**config.mk**
```make
export PLATFORM = sky130hd
export DESIGN_NAME = snake_sound_sched
export DESIGN_NICKNAME = d
export VERILOG_FILES = /design/src/rtl/snake_sound_sched.sv
export SDC_FILE = /design/constraint.sdc
export NUM_CORES = 1
export LEC_CHECK = 0
export ABC_AREA = 1
export ABC_CLOCK_PERIOD_IN_PS = 2450
export BUFFER_PORTS_ARGS = -buffer_cell sky130_fd_sc_hd__buf_2
export CAP_MARGIN = 20
export CORE_MARGIN = 2
export CORE_UTILIZATION = 25
export DETAILED_ROUTE_END_ITERATION = 12
export PLACE_DENSITY = 0.49
export SETUP_SLACK_MARGIN = 0.3
export SYNTH_ARGS = -nofsm -noshare
export SYNTH_HDL_FRONTEND = slang
export SYNTH_SLANG_ARGS = --single-unit
```
**constraint.sdc**
```tcl
create_clock -name clk -period 2.45 [get_ports clk]
set_input_delay 0.245 -clock clk [delete_from_list [all_inputs] [get_ports clk]]
set_output_delay 0.245 -clock clk [all_outputs]
set_load 0.02 [all_outputs]
```
**src/rtl/snake_sound_sched.sv**
```systemverilog
`default_nettype none
// snake_sound_sched: shares one buzzer among eat/level/game-over beep patterns.
// Revision 1.0 - initial release.
module snake_sound_sched #(
  parameter int TICK_DIV = 50_000,
  parameter int TONE_DIV = 12_500,
  parameter int EAT_MS   = 100,
  parameter int LVL_MS   = 80,
  parameter int OVER_MS  = 300,
  parameter int GAP_MS   = 100
) (
  input  logic       clk,
  input  logic       rst,
  input  logic       eat_req,
  input  logic       lvl_req,
  input  logic       over_req,
  input  logic [1:0] game_status,
  input  logic       mute,
  output logic       beep,
  output logic       tone,
  output logic       busy,
  output logic [1:0] active_id
);

  localparam int c_max_a  = (EAT_MS > LVL_MS) ? EAT_MS : LVL_MS;
  localparam int c_max_b  = (OVER_MS > GAP_MS) ? OVER_MS : GAP_MS;
  localparam int c_max_ms = (c_max_a > c_max_b) ? c_max_a : c_max_b;
  localparam int c_sub_w  = (TICK_DIV > 1) ? $clog2(TICK_DIV) : 1;
  localparam int c_ms_w   = (c_max_ms > 1) ? $clog2(c_max_ms) : 1;
  localparam int c_tone_w = (TONE_DIV > 1) ? $clog2(TONE_DIV) : 1;

  localparam logic [c_sub_w-1:0]  c_sub_last  = c_sub_w'(TICK_DIV - 1);
  localparam logic [c_tone_w-1:0] c_tone_last = c_tone_w'(TONE_DIV - 1);
  localparam logic [c_ms_w-1:0]   c_eat_m1    = c_ms_w'(EAT_MS - 1);
  localparam logic [c_ms_w-1:0]   c_lvl_m1    = c_ms_w'(LVL_MS - 1);
  localparam logic [c_ms_w-1:0]   c_over_m1   = c_ms_w'(OVER_MS - 1);
  localparam logic [c_ms_w-1:0]   c_gap_m1    = c_ms_w'(GAP_MS - 1);

  typedef enum logic [1:0] {
    S_IDLE = 2'd0,
    S_ON   = 2'd1,
    S_GAP  = 2'd2
  } state_t;

  state_t              state_q, state_d;
  logic [2:0]          req_q, pend_q, pend_d;
  logic [c_sub_w-1:0]  sub_q, sub_d;
  logic [c_ms_w-1:0]   ms_q, ms_d, len_q, len_d;
  logic [c_tone_w-1:0] tdiv_q, tdiv_d;
  logic                tone_q, tone_d;
  logic [1:0]          left_q, left_d, active_q, active_d;
  logic [2:0]          w_req, w_rise, w_grant;
  logic                w_take;

  // Request vectors are ordered {over, lvl, eat}.
  assign w_req  = {over_req, lvl_req, eat_req};
  assign w_rise = w_req & ~req_q;
  assign w_take = ((state_q == S_IDLE) && (|pend_q)) ||
                  (pend_q[2] && ((active_q == 2'd1) || (active_q == 2'd2)));

  always_comb begin
    state_d  = state_q;
    sub_d    = sub_q;
    ms_d     = ms_q;
    len_d    = len_q;
    tdiv_d   = tdiv_q;
    tone_d   = tone_q;
    left_d   = left_q;
    active_d = active_q;
    w_grant  = 3'b000;
    pend_d   = pend_q;

    unique case (state_q)
      S_ON: begin
        if (tdiv_q == c_tone_last) begin
          tdiv_d = '0;
          tone_d = ~tone_q;
        end else begin
          tdiv_d = tdiv_q + c_tone_w'(1);
        end
        if (sub_q == c_sub_last) begin
          sub_d = '0;
          if (ms_q == len_q) begin
            ms_d    = '0;
            tdiv_d  = '0;
            tone_d  = 1'b0;
            state_d = S_GAP;
          end else begin
            ms_d = ms_q + c_ms_w'(1);
          end
        end else begin
          sub_d = sub_q + c_sub_w'(1);
        end
      end
      S_GAP: begin
        if (sub_q == c_sub_last) begin
          sub_d = '0;
          if (ms_q == c_gap_m1) begin
            ms_d = '0;
            if (left_q != 2'd0) begin
              left_d  = left_q - 2'd1;
              tdiv_d  = '0;
              tone_d  = 1'b1;
              state_d = S_ON;
            end else begin
              active_d = 2'd0;
              state_d  = S_IDLE;
            end
          end else begin
            ms_d = ms_q + c_ms_w'(1);
          end
        end else begin
          sub_d = sub_q + c_sub_w'(1);
        end
      end
      default: ;
    endcase

    // A grant from IDLE and a game-over preemption share one load path.
    if (w_take) begin
      state_d = S_ON;
      sub_d   = '0;
      ms_d    = '0;
      tdiv_d  = '0;
      tone_d  = 1'b1;
      if (pend_q[2]) begin
        w_grant  = 3'b100;
        active_d = 2'd3;
        left_d   = 2'd2;
        len_d    = c_over_m1;
      end else if (pend_q[1]) begin
        w_grant  = 3'b010;
        active_d = 2'd2;
        left_d   = 2'd1;
        len_d    = c_lvl_m1;
      end else begin
        w_grant  = 3'b001;
        active_d = 2'd1;
        left_d   = 2'd0;
        len_d    = c_eat_m1;
      end
    end
    pend_d = (pend_q & ~w_grant) | w_rise;

    if (game_status == 2'b00) begin
      state_d  = S_IDLE;
      pend_d   = '0;
      sub_d    = '0;
      ms_d     = '0;
      len_d    = '0;
      tdiv_d   = '0;
      tone_d   = 1'b0;
      left_d   = '0;
      active_d = '0;
    end
  end

  always_ff @(posedge clk) begin
    if (rst) begin
      state_q  <= S_IDLE;
      req_q    <= '0;
      pend_q   <= '0;
      sub_q    <= '0;
      ms_q     <= '0;
      len_q    <= '0;
      tdiv_q   <= '0;
      tone_q   <= 1'b0;
      left_q   <= '0;
      active_q <= '0;
    end else begin
      state_q  <= state_d;
      req_q    <= w_req;
      pend_q   <= pend_d;
      sub_q    <= sub_d;
      ms_q     <= ms_d;
      len_q    <= len_d;
      tdiv_q   <= tdiv_d;
      tone_q   <= tone_d;
      left_q   <= left_d;
      active_q <= active_d;
    end
  end

  assign beep      = (state_q == S_ON) & ~mute;
  assign tone      = tone_q & ~mute;
  assign busy      = (state_q != S_IDLE);
  assign active_id = active_q;

endmodule
`default_nettype wire

```
==> flow_metrics.py, run 1 <==
metrics = {
    "clock_network": {
        "cts.path.max_buffers": 2,
        "postCtsHoldBufs": 0,
        "htreeDepth": 3,
        "cts.sinks": 58,
        "clk_pin_slew_worst_paths_ns": 0.06,
        "cts_root_buf": "clkbuf_16",
        "clock_latency_ns": 0.33,
        "cts_tree": "done",
        "postCtsResizedCells": 0,
        "numCtsBuffers": 9,
        "cts_setup_buffers": 0,
    },
    "yosys": {
        "ys_seq_area_share_pct": 35.6,
        "synth_area_per_cell_um2": 6.43,
        "netlist_instances": 507,
        "ys_warn_count": 0,
        "synth_area_um2": 3260,
        "synth-adder-area-share_pct": 2.69,
        "synth_fp_nets": 522,
        "ys_types": 36,
        "synth_simple_gate_area_share_pct": 37.7,
        "synth.ff_latch_count": 58,
        "synth_xor_area_share_pct": 3.49,
        "synth_top_family_by_area": "simple AND/OR/NAND/NOR gates",
        "synth_mux_area_share_pct": 0,
        "synth_compound_area_share_pct": 9.72,
    },
    "power": {
        "p_leak_nw": 1.48,
        "pwr_density_cell_nw_per_um2": 721,
        "ir_worst_vdd_mv": 0.387,
    },
    "drt": {
        "wirelength_um": 7620,
        "wl_per_cell_um": 10.8,
        "ant_nets": 0,
        "vias": 3005,
        "drt_iter0_drc": 150,
        "drcViolationCount": 0,
        "detail_route.first_pass.iterations": 5,
        "vias_per_cell": 4.27,
    },
    "layout": {
        "fillers": 1403,
        "finalInstanceArea_um2": 3820,
        "layout_common_cells": "nand2_1, nor2_1, inv_1",
        "stdcell_count": 704,
        "area_growth_syn_to_layout_pct": 17.2,
        "layout-drive-gt1-share_pct": 11.3,
        "final_common_cell": "nand2_1",
        "diodes": 0,
        "nNetsFinal": 542,
    },
    "critical_path": {
        "slowest_delay_ns": 0.41,
        "required_ns": 2.67,
        "crit_start": "ms_q[0]",
        "worst_ep_arrival_time_ns": 2.16,
        "path_delay_family": "simple AND/OR/NAND/NOR gates",
        "endpoint_kind": "flip-flop",
        "r2r_slack_ns": 0.52,
        "crit_chain": "ha_1 > nand3_1 > o21ai_1 > nand3_2 > inv_2 > nand2_1 > o211ai_1 > nor2_1",
        "start_kind": "flip-flop",
        "cp_num_buf_inv": 1,
        "crit_type": "reg2reg",
        "cp_slowest_cell": "dfxtp_1",
        "r2r_cells": 8,
        "r2r-start": "ms_q[0]",
        "crit_cells": 8,
        "crit_fanout": 11,
        "critPathCapture": "tdiv_q[5]",
        "rr_endpoint": "tdiv_q[5]",
    },
    "die": {
        "die_w_um": 118,
        "initial_core_util_pct": 25.7,
        "die_y_um": 118,
        "rows": 41,
        "die_area_um2": 14000,
        "core-area_um2": 12700,
        "ios": 13,
    },
    "grt": {
        "grt_pass1_wl_um": 13400,
        "grt.overflow.total": 0,
        "grt_pass1_vias": 2982,
        "grt_max_degree": 13,
        "antenna_found_initial": 0,
        "track_usage_pct": 11.8,
    },
    "timing": {
        "finClkSkew_ns": 0.00668,
        "totalNegativeSetupSlack_ns": 0,
        "timing.fmax_mhz": 517,
        "relSlewSlack_pct": 72.4,
        "tightest_slew_ns": 0.411,
        "period_minus_slack_ns": 1.93,
        "grt_setup_unrepaired": "no",
        "hold_viol": 0,
        "fin_crit_sh_pct": 78.9,
        "finalSetupViolations": 0,
        "maxSlewViolCount": 0,
    },
    "placed_design": {
        "io_buffers": 12,
        "dp_hpwl_um": 5760,
        "dpl_cell_area_um2": 3510,
        "dp.cells": 688,
        "gp_congestion": 0.805,
    },
    "job": {
        "drv_cap": 0,
    },
    "run_status": {
        "status": "complete, no violations",
    },
    "worst_hold_path": {
        "hold_class": "in2reg",
        "worstHoldStart": "eat_req",
    },
}
==> sequential cells by signal (all words and copies together), names as in the netlist <==
register,cells
len_q,6
sub_q,16
tone_q,1
pend_q,3
tdiv_q,14
req_q,3
left_q,2
active_id,2
state_q,2
ms_q,9
==> metrics by stage <==
stage / util, % / hold slack [ns] / worst slack, ns / total power, mW
2_1_floorplan: - / 0.317 / 0.719 / 1.39
3_3_place_gp: 27.7 / 0.422 / 0.545 / 1.50
3_5_place_dp: 27.7 / 0.436 / 0.563 / 1.50
4_1_cts: 30.1 / 0.116 / 0.528 / 2.80
5_1_grt: 30.1 / 0.149 / 0.334 / 2.89
6_report: 30.1 / 0.124 / 0.516 / 2.75
==> worst min-delay path by stage <==
stage                      endpoint  slack, ns  cells past startpoint
after floorplan            req_q[0]       0.32                      1
after global placement    pend_q[2]       0.42                      1
after detailed placement  pend_q[2]       0.44                      1
after CTS                  req_q[0]       0.12                      3
after global routing       req_q[2]       0.15                      2
final                      req_q[0]       0.12                      3
==> worst reg2reg max path, stage by stage, from the launching register on <==
cell and delay [ns]:
dfxtp_1 0.41, ha_1 0.29, nand3_1 0.13, o21ai_1 0.27
nand3_2 0.13, inv_2 0.19, nand2_1 0.21, o211ai_1 0.14
nor2_1 0.06
==> cell type report <==
type | count | area (um^2) | share of cell area [%]
Clock buffer | 10 | 239 | 6.26
Clock inverter | 6 | 66.3 | 1.74
Inverter | 76 | 285 | 7.47
Multi-Input combinational cell | 364 | 1750 | 45.7
Sequential cell | 58 | 1160 | 30.4
Tap cell | 172 | 215 | 5.64
Timing Repair Buffer | 18 | 105 | 2.75
==> synthesized netlist by cell type (all sizes together) <==
| master | n | area [um^2] |
|---|---|---|
| nand4 | 5 | 31.3 |
| buf | 9 | 66.3 |
| nor3 | 10 | 50.1 |
| xor2 | 9 | 78.8 |
| ha | 7 | 87.6 |
| a21oi | 18 | 90.1 |
| and2 | 1 | 6.26 |
| xnor2 | 4 | 35.0 |
| dfxtp | 58 | 1160 |
| nor3b | 2 | 20.0 |
| nand3 | 29 | 155 |
| inv | 75 | 282 |
| or2 | 3 | 18.8 |
| o211ai | 2 | 15.0 |
| o21ai | 32 | 175 |
| clkinv | 1 | 3.75 |
| o31ai | 1 | 7.51 |
| nor2 | 102 | 425 |
| o22ai | 2 | 12.5 |
| o21bai | 1 | 7.51 |
| nand2 | 133 | 507 |
| o32ai | 1 | 8.76 |
| nand3b | 1 | 7.51 |
| nor2b | 1 | 6.26 |
==> per-layer routing <==
| layer | wire, um | up-vias | track usage [%] |
|---|---|---|---|
| met1 | 3750 | 1356 | 14.4 |
| li1 | - | 1616 | - |
| met4 | 67 | 0 | 5.05 |
| met5 | 0 | - | 0 |
| met3 | 253 | 4 | 2.75 |
| met2 | 3560 | 29 | 19.7 |
==> kinds of logic after synthesis <==
| kind of cell | after synthesis |
|---|---|
| DFF | 58 |
| adders and majority gates | 7 |
| buffers and inverters | 85 |
| and+or+nand+nor | 287 |
| xor gates and xnor gates | 13 |
| AOI/OAI and AO/OA | 57 |
==> power breakdown <==
| group | total (mW) | switching (mW) | leakage, nW | internal (mW) |
|---|---|---|---|---|
| registers | 1.02 | 0.0290 | 0.471 | 0.988 |
| logic | 0.461 | 0.311 | 0.870 | 0.150 |
| clock network | 1.27 | 0.461 | 0.141 | 0.813 |
| total | 2.75 | 0.801 | 1.48 | 1.95 |
Power figures use the tool's default switching activity.
==> run 2: changes to the inputs <==
--- a/config.mk
+++ b/config.mk
@@ -6,7 +6,7 @@
 export NUM_CORES = 1
 export LEC_CHECK = 0
 export ABC_AREA = 1
-export ABC_CLOCK_PERIOD_IN_PS = 2450
+export ABC_CLOCK_PERIOD_IN_PS = 1800
 export BUFFER_PORTS_ARGS = -buffer_cell sky130_fd_sc_hd__buf_2
 export CAP_MARGIN = 20
 export CORE_MARGIN = 2
==> constraint.sdc (replaced) <==
create_clock -name clk -period 1.8 [get_ports clk]
set_input_delay 0.18 -clock clk [delete_from_list [all_inputs] [get_ports clk]]
set_output_delay 0.18 -clock clk [all_outputs]
set_load 0.02 [all_outputs]
==> flow_metrics.py, run 2 (synthesis gave the netlist of run 1 again) <==
metrics = {
    "run_status": {
        "status": "complete, no violations",
    },
    "drt": {
        "detail_route.first_pass.iterations": 4,
        "drcViolationCount": 0,
        "vias": 3225,
        "drt_iter0_drc": 117,
        "wl_per_cell_um": 11.5,
        "ant_nets": 0,
        "wirelength_um": 8590,
        "vias_per_cell": 4.32,
    },
    "grt": {
        "track_usage_pct": 12.4,
        "grt_pass1_wl_um": 14200,
        "grt.overflow.total": 0,
        "antenna_found_initial": 0,
        "grt_max_degree": 13,
        "grt_pass1_vias": 3107,
    },
    "clock_network": {
        "numCtsBuffers": 9,
        "htreeDepth": 3,
        "postCtsHoldBufs": 0,
        "cts_root_buf": "clkbuf_16",
        "cts.sinks": 58,
        "clk_pin_slew_worst_paths_ns": 0.06,
        "cts.path.max_buffers": 2,
        "clock_latency_ns": 0.33,
        "cts_tree": "done",
    },
    "critical_path": {
        "r2r_slack_ns": 0.17,
        "rr_endpoint": "tdiv_q[1]",
        "r2r_cells": 11,
        "required_ns": 2.06,
        "r2r-start": "state_q[0]",
        "endpoint_kind": "flip-flop",
        "start_kind": "flip-flop",
        "crit_type": "reg2reg",
        "crit_fanout": 7,
        "worst_ep_arrival_time_ns": 1.89,
    },
    "worst_hold_path": {
        "hold_class": "in2reg",
        "worstHoldStart": "rst",
        "hold_path_end": "req_q[2]",
        "hold_depth": 2,
    },
    "power": {
        "p_leak_nw": 1.82,
        "pwr_density_cell_nw_per_um2": 922,
        "ir_worst_vdd_mv": 0.408,
    },
    "layout": {
        "final_common_cell": "nand2_1",
        "top_regs": "sub_q x16, tdiv_q x14, ms_q x9",
        "layout-drive-gt1-share_pct": 32.8,
        "finalInstanceArea_um2": 4620,
        "largest_reg_flops": 16,
        "nNetsFinal": 584,
        "multi_input_area_um2": 2130,
        "diodes": 0,
        "top_register": "sub_q",
        "stdcell_count": 746,
        "area_growth_syn_to_layout_pct": 41.9,
        "fillers": 1325,
        "layout_common_cells": "nand2_1, nor2_1, inv_1",
        "regArea_um2": 1180,
    },
    "timing": {
        "finClkSkew_ns": 0.00743,
        "maxSlewViolCount": 0,
        "grt_setup_unrepaired": "yes",
        "totalNegativeSetupSlack_ns": 0,
        "hold_viol": 0,
        "timing.fmax_mhz": 614,
        "worst_slack_ns": 0.172,
        "relSlewSlack_pct": 80.9,
        "tightest_slew_ns": 0.284,
        "finalSetupViolations": 0,
        "fin_crit_sh_pct": 90.4,
        "period_minus_slack_ns": 1.63,
    },
    "die": {
        "die_area_um2": 14000,
        "initial_core_util_pct": 25.7,
        "die_w_um": 118,
        "core-area_um2": 12700,
        "rows": 41,
        "die_y_um": 118,
        "ios": 13,
    },
    "placed_design": {
        "gp_congestion": 0.840,
        "dp.cells": 705,
        "io_buffers": 12,
        "dp_slack_ns": -0.0336,
        "dp_hpwl_um": 5990,
        "dpl_cell_area_um2": 3690,
    },
    "job": {
        "drv_cap": 0,
    },
}
## run 2: cell types whose count changed in the layout (fill, tap and decap cells not counted), moves of 6 or more
cell	before	now
buf_6	0	8
dfxtp_2	0	11
nand2_4	0	6
inv_2	5	11
dfxtp_1	58	45
nand2_1	130	109
nand2_2	3	18
buf_4	6	38
nor2_4	3	15
nor2_1	91	75
inv_1	70	60
## run 2: where the power goes
group,total [mW],internal (mW),switching (mW)
Sequential,1.40,1.35,0.0467
Combinational,0.974,0.422,0.552
Clock,1.90,1.22,0.673
## run 2: area by class of cell
class	instances	share of cell area (%)
Tap cell	172	4.65
Multi-Input combinational cell	364	46.0
Clock inverter	7	2.19
Inverter	76	6.44
Sequential cell	58	25.6
Clock buffer	9	4.87
Timing Repair Buffer	60	10.3
## run 2: metal layers
layer / track usage [%] / wire length (um)
met1: 14.8 / 4020
met2: 21.4 / 4230
met3: 3.23 / 218
met4: 4.67 / 129
met5: 0 / 0
## run 2: worst max-delay path by stage
stage                    start   endpoint  slack, ns
floorplan           state_q[0]  sub_q[15]       0.12
global placement      sub_q[0]  tdiv_q[4]     -0.003
detailed placement    sub_q[0]  tdiv_q[4]      -0.03
CTS                 state_q[0]  sub_q[15]       0.19
global route        state_q[0]  sub_q[15]       0.08
finish              state_q[0]  tdiv_q[1]       0.17
## run 2: repair_timing
item,4_1_cts,5_1_grt
gates cloned,1,0
endpoints found under the setup margin,43,50
pin swaps,25,18
buffers inserted,18,6
resized for setup,62,58
## run 2: worst max-delay path: stages (launching register included)
cell and delay (ns):
dfxtp_4 0.36, inv_4 0.04, buf_4 0.13, ha_4 0.20
buf_12 0.14, o21ai_4 0.08, nand3_4 0.13, inv_4 0.10
buf_12 0.12, buf_6 0.09, o21ai_1 0.05, a21oi_1 0.11
## run 2: stage by stage
stage                     total power, mW  hold WS [ns]  util (%)
after floorplan                      1.91         0.252         -
after global placement               2.11         0.398      29.1
after detailed placement             2.11         0.408      29.1
after CTS                            4.19        0.0543      34.5
after global routing                 4.47        0.0652      36.5
final                                4.27        0.0569      36.5
